[src/rtl/interrupt_dispatcher.sv]
// Interrupt dispatcher: edge-detects latched source states into pending flags,
// arbitrates by fixed priority and runs an IRQ / ack / done handshake.
//
// Ports:
//   CLK, CLR          clock, async active-low reset
//   Src_State[4:0]    latched sources: [0]=North_Button, [1..4]=Sw0..Sw3
//   Int_Enable        global enable for new requests
//   Mask_Data/Write   mask load (bit i = 1 enables source i)
//   Int_Ack/Int_Done  processor acknowledge / return-from-interrupt
//   IRQ, Int_Cause, Int_Vector   request and its cause/vector
//   Int_Pending       raw pending flags
//   Src_Clear         one-cycle clear strobe per source
//   Busy              high while a request is outstanding or being serviced
module interrupt_dispatcher #(
    parameter int                   VEC_WIDTH  = 16,
    parameter logic [VEC_WIDTH-1:0] VEC_BASE   = 16'h0100,
    parameter logic [VEC_WIDTH-1:0] VEC_STRIDE = 16'h0010
) (
    input  logic                 CLK,
    input  logic                 CLR,
    input  logic [4:0]           Src_State,
    input  logic                 Int_Enable,
    input  logic [4:0]           Mask_Data,
    input  logic                 Mask_Write,
    input  logic                 Int_Ack,
    input  logic                 Int_Done,
    output logic                 IRQ,
    output logic [2:0]           Int_Cause,
    output logic [VEC_WIDTH-1:0] Int_Vector,
    output logic [4:0]           Int_Pending,
    output logic [4:0]           Src_Clear,
    output logic                 Busy
);

    typedef enum logic [1:0] {
        S_IDLE,
        S_REQUEST,
        S_SERVICE
    } state_t;

    state_t     state;
    state_t     state_nxt;

    logic [4:0] prev;
    logic [4:0] mask;
    logic [4:0] pending;
    logic [4:0] rise;
    logic [4:0] armed;
    logic [4:0] clr_bits;
    logic [2:0] cause;
    logic [2:0] winner;
    logic       take;
    logic       ack_hit;

    assign rise  = Src_State & ~prev;
    assign armed = pending & mask;

    // Lowest index wins.
    always_comb begin
        winner = 3'd0;
        priority case (1'b1)
            armed[0]: winner = 3'd0;
            armed[1]: winner = 3'd1;
            armed[2]: winner = 3'd2;
            armed[3]: winner = 3'd3;
            armed[4]: winner = 3'd4;
            default:  winner = 3'd0;
        endcase
    end

    assign take     = (state == S_IDLE) && Int_Enable && (|armed);
    assign ack_hit  = (state == S_REQUEST) && Int_Ack;
    assign clr_bits = ack_hit ? (5'b00001 << cause) : 5'b00000;

    // State register
    always_ff @(posedge CLK or negedge CLR) begin
        if (!CLR) begin
            state <= S_IDLE;
        end else begin
            state <= state_nxt;
        end
    end

    // Next-state logic
    always_comb begin
        state_nxt = state;
        unique case (state)
            S_IDLE: begin
                if (take) state_nxt = S_REQUEST;
            end
            S_REQUEST: begin
                if (Int_Ack) state_nxt = S_SERVICE;
            end
            S_SERVICE: begin
                if (Int_Done) state_nxt = S_IDLE;
            end
            default: state_nxt = S_IDLE;
        endcase
    end

    // Outputs decoded from registered state only
    always_comb begin
        IRQ  = 1'b0;
        Busy = 1'b0;
        unique case (state)
            S_IDLE:    ;
            S_REQUEST: begin
                IRQ  = 1'b1;
                Busy = 1'b1;
            end
            S_SERVICE: Busy = 1'b1;
            default:   ;
        endcase
    end

    // Datapath. A fresh edge in the clear cycle re-sets the bit (set wins).
    always_ff @(posedge CLK or negedge CLR) begin
        if (!CLR) begin
            prev      <= '0;
            mask      <= '0;
            pending   <= '0;
            cause     <= '0;
            Src_Clear <= '0;
        end else begin
            prev      <= Src_State;
            pending   <= (pending & ~clr_bits) | rise;
            Src_Clear <= clr_bits;
            if (Mask_Write) mask <= Mask_Data;
            if (take) cause <= winner;
        end
    end

    assign Int_Cause   = cause;
    assign Int_Pending = pending;
    assign Int_Vector  = VEC_BASE + VEC_WIDTH'(cause) * VEC_STRIDE;

endmodule

[config.mk]
export PLATFORM = sky130hd
export DESIGN_NAME = interrupt_dispatcher
export DESIGN_NICKNAME = d
export VERILOG_FILES = /design/src/rtl/interrupt_dispatcher.sv
export SDC_FILE = /design/constraint.sdc
export NUM_CORES = 1
export LEC_CHECK = 0
export ABC_AREA = 1
export ABC_CLOCK_PERIOD_IN_PS = 1600
export BUFFER_PORTS_ARGS = -buffer_cell sky130_fd_sc_hd__buf_2
export CAP_MARGIN = 20
export CORE_UTILIZATION = 40
export CTS_BUF_LIST = sky130_fd_sc_hd__clkbuf_2 sky130_fd_sc_hd__clkbuf_4 sky130_fd_sc_hd__clkbuf_8
export DETAILED_ROUTE_END_ITERATION = 8
export MAX_ROUTING_LAYER = met4
export PLACE_DENSITY = 0.65
export SLEW_MARGIN = 20
export SYNTH_ARGS = -nofsm -noshare
export SYNTH_HDL_FRONTEND = slang
export SYNTH_SLANG_ARGS = --single-unit
[constraint.sdc]
create_clock -name CLK -period 1.6 [get_ports CLK]
set_clock_uncertainty 0.15 [all_clocks]
set_input_delay 0.24 -clock CLK [delete_from_list [all_inputs] [get_ports CLK]]
set_output_delay 0.24 -clock CLK [all_outputs]
set_load 0.01 [all_outputs]
==> results of run 1 <==
[final timing paths]
kind                                 startpoint                  endpoint  slack, ns  cells after the start
setup / recovery           state[0]$_DFFE_PN0P_                      Busy       0.02                      3
hold / removal                     Mask_Data[3]       mask[3]$_DFFE_PN0P_      0.008                      2
setup reg to reg           state[0]$_DFFE_PN0P_      state[0]$_DFFE_PN0P_       0.08                      9
hold reg to reg               prev[4]$_DFF_PN0_  Int_Pending[4]$_DFF_PN0_       0.28                      1
max in group asynchronous                   CLR       mask[0]$_DFFE_PN0P_       0.66                      2
min in group asynchronous                   CLR       mask[3]$_DFFE_PN0P_       0.28                      2
[Yosys cell counts, drive strengths merged (2+ instances only)]
library cell  instances  area [sq um]
buf                  16           120
conb                  2          7.51
dfrtp                25           626
ha                    5          62.6
inv                  17          63.8
mux2                  5          56.3
nand2                16          70.1
nand3                 8          55.1
nor2                  2          7.51
nor3                  3          15.0
o21ai                 6          41.3
o22ai                 5          31.3
[cell families (layout without fill, tap and decap cells)]
group / Yosys count / after routing / share of synthesized area
other: 2 / 13 / 0.00645
buffers and inverters: 33 / 66 / 0.158
AO/OA/AOI/OAI: 12 / 12 / 0.0688
AND/OR/NAND/NOR: 29 / 29 / 0.127
flip-flops: 25 / 25 / 0.538
multiplexers: 5 / 5 / 0.0484
adder cells (fa/ha/maj): 5 / 5 / 0.0538
[through the flow]
stage               hold slack, ns  instances
CTS                        0.00206        186
global route               0.00108        186
detailed placement           0.106        170
finish                     0.00827        186
global placement            0.0953        170
floorplan                   -0.206        122
[sequential cells by signal, summed over array words and instances (netlist names)]
register and count:
Int_Cause 3, Int_Pending 5, Src_Clear 5, mask 5
prev 5, state 2
[worst reg2reg max path, stage by stage, from the launching register on]
cell and delay [ns]:
dfrtp_1 0.40, inv_1 0.11, ha_1 0.19, nand2_1 0.07
inv_2 0.09, nand3_2 0.09, nand3_2 0.11, nand2_2 0.07
nand2_1 0.07, nand2_1 0.06
[power breakdown]
group | switching, uW | total (uW) | internal (uW)
logic | 484 | 817 | 333
clock network | 172 | 286 | 114
registers | 85.0 | 835 | 750
[repair_timing]
action                     4_1_cts  5_1_grt
setup endpoints to repair        2        2
setup buffers                    3        0
hold buffers                     9        0
hold endpoints to repair        33        0
gates resized for setup          2        0
[cell type report]
type                       instances  area, sq um
tap                               31         38.8
inverter                          17         63.8
fill                             253         1320
timing repair buffer              45          278
clock buffer                       4         30.0
sequential                        25          626
multi-input combinational         64          398
[layer usage]
layer  part of all wire  global-route usage
met1               0.43               0.179
met2               0.51               0.274
met3              0.048              0.0233
met4              0.018              0.0627
met5                  0                   -
[placed cells by master (no fill, tap or decap)]
cell type,count
buf_2,33
dfrtp_1,25
inv_1,15
conb_1,13
nand2_1,12
dlygate4sd3_1,9
o22ai_1,5
nand3_1,5
mux2_2,5
o21ai_0,4
nand2_2,4
ha_1,4
clkbuf_4,4
nand3_2,3
nor3_1,3
buf_4,3
inv_2,2
nor2_1,2
o21ai_4,1
a21boi_0,1
o21ai_1,1
ha_2,1
==> metrics, run 1 <==
Most used DFF post-synth dfrtp_1; Pre-antenna DRT Iters 5; CTS tree done; post-route ant nets 0; critical path required time 1.21 ns; CTS root buf clkbuf_4; Residual DRC 0; final weighted congestion in routability-driven placement 0.740; final setup vio count 0; All-Layer GR Usage 0.156; outcome finished, final reports clean; total design power 1940 uW; setup TNS 0 ns; core area 2760 sq um; fin area 1430 sq um; synth unique cells 18; Die Area 3130 sq um; asr flop ratio synth 1.00; worst setup margin 0.0216 ns; Via density 4.62; Final Hold Viols 0; clk sinks 25; FP Rows 19; RSZ-0062 raised after global routing true; WL final 2120 microns; antenna diode count 0; number of synthesis warnings 0; CP max stage delay 0.40 ns; Max VDD drop 0.000749 V; Max-slew headroom 0.646; Nets 177; measured slew at the worst slew-check pin 0.531 ns; PwrDens 1350 nW/um^2; post-layout util 0.520; first-pass GRT wire length 3710 microns; H-Tree Depth 1; max cap viols 0; initial core utilization 0.422; Critical Path AT 1.19 ns; WP buf/inv 2; flops & latches, synth 25; Critical Path End Type output port; I/O pin total 47; Synth Area per Inst 10.5 sq um; share of cells above drive strength 1 0.361; Synth-to-Final Area Change 23.2%; Hold Path Class in2reg; grt ovf 0; Seq/Total Area, Yosys 0.538; vias in the first global route 889; Achievable Freq 0.634 GHz; port bufs 33; Setup WS pre-CTS 0.0537 ns; critical path cell sequence inv_1 -> ha_1 -> buf_2; Worst Path Class, Setup reg2out; Static Leak 0.000780 uW; Clock transition at path regs 0.13 ns; via count 860; Routed WL per cell 11.4 microns; Area after DPL 1290 sq um; Slowest-stage cell, CP dfrtp_1; Num CTS Buffers 3; die height 55.9 microns; clk_lat worst skew 0.30 ns; Post-synth EDFFs 0; largest delay contributor family on the critical path flip-flops; Die X 55.9 microns; largest net degree at the start of global routing 26; Slew Limit Fails 0; antenna violations before repair 0; crit start category register; cell area after synthesis 1160 sq um; final period utilization 0.987; Critical Path Fanout Max 3; Period minus WS final 1.58 ns; detailed-placement wirelength estimate 1570 microns; clk buf depth 2; detailed router's first-iteration violation count 10; Cells after Synth 111
Note: power is estimated with default switching activity, not from simulation.
==> inputs of run 2 (changes only) <==
Settings changed: ABC_AREA 1 to 0, GPL_TIMING_DRIVEN set to 0.
==> run 2 against run 1 <==
Clock power shrank 2%. Non-clock buffer count is 19 higher. First-iteration DRC count is the same. Count of clock-buffer cells in the layout is the same. Routed wire length increased by 9.8%. Total power up 11%. Critical path type is now reg2reg. Highest routed layer unchanged.
==> metrics, run 2 <==
crit start category register; highest-count cells in the layout ignoring fill and taps buf_2, dfrtp_1, buf_4, conb_1, inv_1; Num CTS Buffers 3; Routed WL per cell 11.5 microns; antenna diode count 0; largest net degree at the start of global routing 26; largest delay contributor family on the critical path flip-flops; first-pass GRT wire length 3830 microns; Setup crit end state[1]$_DFFE_PN0P_; Achievable Freq 0.628 GHz; Critical Path Fanout Max 3; Nets 193; number of synthesis warnings 0; die height 56.7 microns; Seq/Total Area, Yosys 0.524; flops & latches, synth 25; WL final 2330 microns; final weighted congestion in routability-driven placement 0.794; WP buf/inv 2; clk_lat worst skew 0.31 ns; reg2reg start state[0]$_DFFE_PN0P_; Static Leak 0.000888 uW; FP Rows 19; FILL cells 250; post-route ant nets 0; area fraction of the dominant cell type after synthesis 0.524; max cap viols 0; share of cells above drive strength 1 0.433; path length in cells of the critical path 6; CTS tree done; Max VDD drop 0.000833 V; Final Hold Viols 0; commonest non-fill, non-tap cell in the layout buf_2; Critical Path End Type register; All-Layer GR Usage 0.158; Die X 56.7 microns; R2R Setup Slk 0.007 ns; synth cell count leaders dfrtp_1, buf_4, inv_1, o22ai_1; Die Area 3210 sq um; CP max stage delay 0.43 ns; post-layout util 0.597; measured slew at the worst slew-check pin 0.526 ns; antenna violations before repair 0; clk buf depth 2; detailed router's first-iteration violation count 10; Synth Area per Inst 11.1 sq um; worst reg-to-reg path cell count 6; Worst Path Class, Setup reg2reg; Most used DFF post-synth dfrtp_1; port bufs 33; most common cell in the synthesized netlist dfrtp_1; Post-synth EDFFs 0; Slowest-stage cell, CP dfrtp_2; outcome finished, final reports clean; vias in the first global route 869; Critical Path AT 1.63 ns; Residual DRC 0; Pre-antenna DRT Iters 4; initial core utilization 0.430; multi-input combinational cell area 489 sq um; WL met3 118 microns; final setup vio count 0; Clock transition at path regs 0.12 ns; grt ovf 0; via count 928; Cells after Synth 108; PwrDens 1300 nW/um^2; Max-slew headroom 0.649; asr flop ratio synth 1.00; core area 2780 sq um; final period utilization 0.996; area leader, netlist dfrtp_1; H-Tree Depth 1; Worst Setup SP state[0]$_DFFE_PN0P_; synth unique cells 27; critical path cell sequence inv_2 -> buf_4 -> ha_1 -> nor2b_4 -> o31ai_2 -> o211ai_1; register area 627 sq um; cell area after synthesis 1190 sq um; I/O pin total 47; max layer used met4; Area after DPL 1440 sq um; Via density 4.59; clk sinks 25; Hold Path Class in2reg; Period minus WS final 1.59 ns; Synth-to-Final Area Change 39.0%; RSZ-0062 raised after global routing true; fin area 1660 sq um; FF-to-FF End state[1]$_DFFE_PN0P_; critical path required time 1.64 ns; CTS root buf clkbuf_4; largest cells by area after synthesis dfrtp_1, buf_4, ha_1; Slew Limit Fails 0; routed wl met2 1160 microns; met1 wire length 1030 microns; detailed-placement wirelength estimate 1690 microns
## run 2: cell types whose count changed in the layout (fill, tap and decap cells not counted), moves of 4 or more
cell	before	now
nand2_1	12	2
nand4_1	0	4
nand3_1	5	0
nand2_2	4	0
buf_4	3	22
inv_1	15	11
## run 2: cell families (layout without fill, tap and decap cells)
family,count (synthesis),in the layout,synth area share
compound gates,20,20,0.119
fa+ha+maj,5,5,0.0524
buf+inv,29,81,0.141
other cells,2,13,0.00629
flops,25,25,0.524
mux,5,5,0.0471
simple gates,22,22,0.110
## run 2: power by group
group	internal (uW)	total [uW]	switching, uW	leakage [uW]
clock network	114	280	166	0.0000184
logic	518	982	463	0.000575
registers	755	889	133	0.000294
## run 2: worst min-delay path by stage
stage / startpoint / endpoint / cells after the start
4_1_cts: Mask_Data[4] / mask[4]$_DFFE_PN0P_ / 2
3_3_place_gp: CLR / mask[1]$_DFFE_PN0P_ / 1
2_1_floorplan: CLR / Int_Cause[0]$_DFFE_PN0P_ / 0
5_1_grt: Mask_Data[3] / mask[3]$_DFFE_PN0P_ / 2
3_5_place_dp: CLR / mask[1]$_DFFE_PN0P_ / 1
6_report: Mask_Data[1] / mask[1]$_DFFE_PN0P_ / 2
## run 2: routing by layer
| metal | vias up | GRT usage |
|---|---|---|
| met1 | 424 | 0.198 |
| met2 | 29 | 0.250 |
| met5 | - | - |
| li1 | 471 | - |
| met4 | 0 | 0.0418 |
| met3 | 4 | 0.0484 |
## run 2: layout make-up
cell class | instances | area share
sequential | 25 | 0.378
timing repair buffer | 48 | 0.185
buffer | 16 | 0.0723
multi-input combinational | 65 | 0.295
tap | 31 | 0.0234
inverter | 13 | 0.0294
clock buffer | 4 | 0.0181
## run 2: metrics by stage
stage	TNS [ns]	hold slack (ns)	total power [uW]	worst slack [ns]	cells
final	0	0.0151	2150	0.00667	202
after global routing	-0.0696	0.000386	2320	-0.0337	202
after CTS	0	0.00115	2060	0.0114	199
after detailed placement	-0.278	0.0965	1650	-0.102	183
after global placement	-0.134	0.0943	1620	-0.0700	183
after floorplan	0	-0.206	1380	0.0534	119
## run 2: repair_timing
action                                  4_1_cts  5_1_grt
gates resized for setup                       9        3
pin swaps                                     3        1
setup buffers                                 4        2
endpoints found under the setup margin        7        4
hold buffers                                  8        1
hold endpoints to repair                     32        1
## run 2: worst register-to-register path, stage by stage (launching register included)
cell and delay, ns:
dfrtp_2 0.43, inv_2 0.07, buf_4 0.13, ha_1 0.20, nor2b_4 0.14, o31ai_2 0.23, o211ai_1 0.12
